--- src/rtl/mem_store_monitor.sv ---
// mem_store_monitor: watches the processor's data-memory write bus and
// latches a sticky pass / fail / timeout verdict, counting run cycles and
// stores and capturing the first illegal store.
//
// Bus semantics: MemWrite is a qualifying strobe. A store is "seen" on every
// rising edge where MemWrite=1; DataAdr/WriteData are only meaningful then.
// There is no backpressure, so the monitor never stalls the processor.
module mem_store_monitor #(
  parameter logic [31:0] PASS_ADR    = 32'd100,
  parameter logic [31:0] PASS_DATA   = 32'd7,
  parameter logic [31:0] SCRATCH_ADR = 32'd96,
  parameter logic [31:0] TIMEOUT     = 32'd1000,
  parameter int          CNT_W       = 16
) (
  input  logic             clk,
  input  logic             reset,
  input  logic             MemWrite,
  input  logic [31:0]      DataAdr,
  input  logic [31:0]      WriteData,
  output logic             done,
  output logic             pass,
  output logic             fail,
  output logic             timeout,
  output logic [CNT_W-1:0] store_count,
  output logic [31:0]      cycle_count,
  output logic [31:0]      bad_adr,
  output logic [31:0]      bad_data,
  output logic [1:0]       o_dbg_state
);

  typedef enum logic [1:0] {
    ST_RUN  = 2'd0,
    ST_PASS = 2'd1,
    ST_FAIL = 2'd2,
    ST_TMO  = 2'd3
  } state_t;

  localparam logic [CNT_W-1:0] CNT_MAX = {CNT_W{1'b1}};

  state_t           r_state;
  state_t           w_next;
  logic             w_is_pass;
  logic             w_is_scratch;
  logic             w_capture;
  logic             r_pass;
  logic             r_fail;
  logic             r_timeout;
  logic [CNT_W-1:0] r_store_count;
  logic [31:0]      r_cycle_count;
  logic [31:0]      r_bad_adr;
  logic [31:0]      r_bad_data;

  // Store classification: full 32-bit compares, no byte masking.
  always_comb begin
    w_is_pass    = (DataAdr == PASS_ADR) && (WriteData == PASS_DATA);
    w_is_scratch = (DataAdr == SCRATCH_ADR);
  end

  // Next-state: a store on the timeout edge is classified first, so a pass
  // or illegal store beats the timeout; a scratch store still times out.
  always_comb begin
    w_next    = r_state;
    w_capture = 1'b0;
    if (r_state == ST_RUN) begin
      if (MemWrite && w_is_pass) begin
        w_next = ST_PASS;
      end else if (MemWrite && !w_is_scratch) begin
        w_next    = ST_FAIL;
        w_capture = 1'b1;
      end else if (r_cycle_count == TIMEOUT - 32'd1) begin
        w_next = ST_TMO;
      end
    end
  end

  // State register; terminal states hold until reset.
  always_ff @(posedge clk) begin
    if (reset) begin
      r_state <= ST_RUN;
    end else begin
      r_state <= w_next;
    end
  end

  // Registered verdict flags, derived from the state being entered.
  always_ff @(posedge clk) begin
    if (reset) begin
      r_pass    <= 1'b0;
      r_fail    <= 1'b0;
      r_timeout <= 1'b0;
    end else begin
      r_pass    <= (w_next == ST_PASS);
      r_fail    <= (w_next == ST_FAIL);
      r_timeout <= (w_next == ST_TMO);
    end
  end

  // Run counters: advance only in RUN (including the verdict edge), then freeze.
  always_ff @(posedge clk) begin
    if (reset) begin
      r_cycle_count <= '0;
      r_store_count <= '0;
    end else if (r_state == ST_RUN) begin
      r_cycle_count <= r_cycle_count + 32'd1;
      if (MemWrite && (r_store_count != CNT_MAX)) begin
        r_store_count <= r_store_count + 1'b1;
      end
    end
  end

  // Capture the first illegal store; held afterwards because FAIL is terminal.
  always_ff @(posedge clk) begin
    if (reset) begin
      r_bad_adr  <= '0;
      r_bad_data <= '0;
    end else if (w_capture) begin
      r_bad_adr  <= DataAdr;
      r_bad_data <= WriteData;
    end
  end

  assign pass        = r_pass;
  assign fail        = r_fail;
  assign timeout     = r_timeout;
  assign done        = r_pass | r_fail | r_timeout;
  assign store_count = r_store_count;
  assign cycle_count = r_cycle_count;
  assign bad_adr     = r_bad_adr;
  assign bad_data    = r_bad_data;
  assign o_dbg_state = r_state;

endmodule

--- config.mk ---
export PLATFORM = sky130hd
export DESIGN_NAME = mem_store_monitor
export DESIGN_NICKNAME = d
export VERILOG_FILES = /design/src/rtl/mem_store_monitor.sv
export SDC_FILE = /design/constraint.sdc
export NUM_CORES = 1
export LEC_CHECK = 0
export BUFFER_PORTS_ARGS = -buffer_cell sky130_fd_sc_hd__buf_2
export CAP_MARGIN = 5
export CORE_MARGIN = 4
export CORE_UTILIZATION = 45
export DETAILED_ROUTE_END_ITERATION = 10
export HOLD_SLACK_MARGIN = 0.05
export PLACE_DENSITY = 0.76
export SLEW_MARGIN = 10
export SYNTH_ARGS = -nofsm -noshare
export SYNTH_HDL_FRONTEND = slang
export SYNTH_SLANG_ARGS = --single-unit
--- constraint.sdc ---
create_clock -name clk -period 2.1 [get_ports clk]
set_input_delay 0.21 -clock clk [delete_from_list [all_inputs] [get_ports clk]]
set_output_delay 0.21 -clock clk [all_outputs]
set_load 0.01 [all_outputs]
==> reports/metrics.cfg <==
[sta]
setup_viol = 0
worstMarginPinSlew_ns = 0.561
holdWs_ns = 0.0523
min_period_over_period_pct = 93.1
hold_viol = 0
tns_ns = 0
timing.fmax_mhz = 512
period_needed_ns = 1.95
rsz0062_at_grt = false
fin_skew_ns = 0.0157
maxSlewViolCount = 0
slew_headroom_pct = 62.6

[global_routing]
antenna_found_initial = 0
grt_usage_pct = 22.8
grt_pass1_wl_um = 24100
grt-ovfl-total = 0
grt_pass1_vias = 5058
grt_max_degree = 60

[power_and_ir_drop]
power_density_nw_per_um2 = 820
p_clk_share_pct = 48.6
switching_power_w = 0.00138
cellInternalPower_w = 0.00448
pwr-share-seq_pct = 40.8
swShare_pct = 23.6
combPwrFrac_pct = 10.6
p_leak_nw = 3.31
ir_drop_uv = 445

[yosys]
synth_area_um2 = 5180
synth_edf_count = 0
synth_cell_types = 46
yosysSeqAreaShare_pct = 45.2
synth_area_per_cell_um2 = 8.66
synthCells = 598
syn-num-nets = 667
yosysWarnings = 0
yosys_register_bits = 117
synth-async-reset-ratio_pct = 0
synthFlopType = dfxtp_1

[clocking]
cts_buffer_depth = 2
post_cts_buffers = 0
cts_tree = built
cts.sinks = 117
clk_pin_slew_worst_paths_ns = 0.05
cts_made_buffers = 17
cts_root_buf = clkbuf_16
clk_latency_ns = 0.42
htreeDepth = 4

[critical_path]
crit_path_top_delay_cell = nor4_1
ff2ff_setup_slack_ns = 0.15
start_kind = flop
cp.buffers_inverters = 1
cp-end-kind = flop
slowest_delay_ns = 0.43
crit_chain = and4_1 > nand2_1 > buf_4 > nor4_1 > and3_1 > mux2_2
startpoint = cycle_count[13]$_SDFFE_PP0P_
crit_required_ns = 2.40
critPathTopFamily = simple AND/OR/NAND/NOR gates
worstPathMaxFanout = 3
arrival_ns = 2.26
cp-endpoint = cycle_count[31]$_SDFFE_PP0P_
regToRegStartpoint = cycle_count[13]$_SDFFE_PP0P_
r2r-end = cycle_count[31]$_SDFFE_PP0P_
path_depth = 6
path_class = flop to flop
worstRegToRegCells = 6

[place]
dp_hpwl_um = 11400
io_buffers = 184
dpl_cell_area_um2 = 6480
gp_congestion = 0.861

[die]
fp.dieArea_um2 = 13300
die_w_um = 115
start_util_pct = 46.9
die_h_um = 115
rows = 38
core_area_um2 = 11000
io_pins = 185

[routing]
first_pass_iters = 5
drt-initial-drc-count = 307
totalWireLength_um = 15000
viasPerCell = 5.29
wl_per_cell_um = 15.5
vias = 5106
drc_errors = 0
detail-route-antenna-nets = 0

[cells_and_area]
layout-drive-gt1-share_pct = 32.3
n_antenna_cell = 0
layout.nets = 884
fin_area_um2 = 7140
area_growth_pct = 37.9
fillers = 910
fin_util_pct = 64.7

[min_path]
hold_class = input pin to flop

[job]
max_cap_viol_count = 0

[status]
run_status = completed

Yosys cell counts (9+ instances only):
cell type,instances,area share (%)
nand3_1,18,1.7
nor4_1,25,3.0
nor2_1,46,3.3
nor3_1,12,1.2
nand4_1,15,1.8
xor2_1,14,2.4
a21oi_1,11,1.1
clkbuf_1,21,1.5
o21ai_0,9,0.87
nand2_1,149,11
mux2i_1,63,12
xnor2_1,24,4.1
dfxtp_1,117,45
metal layers:
| layer | vias up | GRT usage, % | wire [um] |
|---|---|---|---|
| li1 | 2501 | - | - |
| met3 | 37 | 5.42 | 965 |
| met1 | 2371 | 26.2 | 6080 |
| met5 | - | 0 | 0 |
| met4 | 0 | 11.3 | 459 |
| met2 | 197 | 39.5 | 7520 |
metrics by stage:
step	worst slack, ns	total power [W]	std cells
finish	0.145	0.00586	966
global route	0.0198	0.00607	966
global placement	0.179	0.00302	928
floorplan	0.0878	0.00275	598
CTS	0.105	0.00590	966
detailed placement	0.124	0.00304	928
worst register-to-register path, stage by stage, from the launching register on:
cell	delay, ns
dfxtp_1	0.33
and4_1	0.26
nand2_1	0.11
buf_4	0.16
nor4_1	0.43
and3_1	0.23
mux2_2	0.33
cell families after synthesis:
| family | after synthesis | synth area share [%] |
|---|---|---|
| XOR/XNOR | 38 | 6.43 |
| adder cells (fa/ha/maj) | 2 | 0.483 |
| buffers and inverters | 37 | 3.14 |
| multiplexers | 64 | 12.4 |
| AO/OA/AOI/OAI | 28 | 3.09 |
| flip-flops | 117 | 45.2 |
| AND/OR/NAND/NOR | 312 | 29.2 |
worst min path at each step:
stage	startpoint	to	slack, ns	cells past startpoint
floorplan	DataAdr[0]	bad_adr[0]$_SDFFE_PP0P_	0.35	2
global placement	bad_adr[13]$_SDFFE_PP0P_	bad_adr[13]$_SDFFE_PP0P_	0.44	2
detailed placement	bad_data[4]$_SDFFE_PP0P_	bad_data[4]$_SDFFE_PP0P_	0.45	2
CTS	WriteData[6]	bad_data[6]$_SDFFE_PP0P_	0.05	3
global route	WriteData[6]	bad_data[6]$_SDFFE_PP0P_	0.06	3
finish	WriteData[6]	bad_data[6]$_SDFFE_PP0P_	0.05	3
power groups by stage:
stage / Combinational (W) / Sequential, W / Clock [W]
floorplan: 0.000270 / 0.00248 / 0
global placement: 0.000595 / 0.00243 / 0
detailed placement: 0.000610 / 0.00243 / 0
CTS: 0.000625 / 0.00239 / 0.00289
global route: 0.000679 / 0.00240 / 0.00299
finish: 0.000620 / 0.00239 / 0.00285
layout make-up:
cell class              count  area [um^2]  area share [%]
well taps                 140          175            2.45
flip-flops and latches    117         2340            32.8
multi-input cells         444         2690            37.7
inverters                   5         20.0           0.280
clock inverters            11          135            1.89
repair buffers            230         1340            18.7
clock buffers              19          443            6.20
registers in the layout (all words and copies together) (netlist names):
signal	cells
bad_adr	32
bad_data	32
cycle_count	32
store_count	16
o_dbg_state	2
fail	1
pass	1
timeout	1
cells in the final DEF, fill, tap and decap left out, types with 4 or more instances in the layout:
| cell | netlist | final |
|---|---|---|
| nor4_1 | 25 | 25 |
| xnor2_1 | 24 | 24 |
| clkinv_2 | 0 | 7 |
| and3_1 | 5 | 5 |
| or3_1 | 6 | 6 |
| buf_4 | 0 | 34 |
| nor4b_1 | 4 | 4 |
| inv_1 | 5 | 4 |
| a21oi_1 | 11 | 11 |
| buf_2 | 7 | 184 |
| nand4_1 | 15 | 15 |
| nor3_1 | 12 | 12 |
| o21ai_0 | 9 | 9 |
| nand3_1 | 18 | 18 |
| dlygate4sd3_1 | 0 | 8 |
| mux2i_1 | 63 | 63 |
| or2_2 | 4 | 4 |
| buf_12 | 0 | 4 |
| and4_1 | 8 | 8 |
| clkbuf_16 | 0 | 17 |
| xor2_1 | 14 | 14 |
| dfxtp_1 | 117 | 117 |
| nand2_1 | 149 | 149 |
| nor2_1 | 46 | 46 |
timing repair:
| item | CTS | global route |
|---|---|---|
| endpoints found under the setup margin | 0 | 1 |
| hold endpoints to repair | 8 | 0 |
| hold buffers | 8 | 0 |
| gates resized for setup | 0 | 1 |
Power figures use the tool's default switching activity.
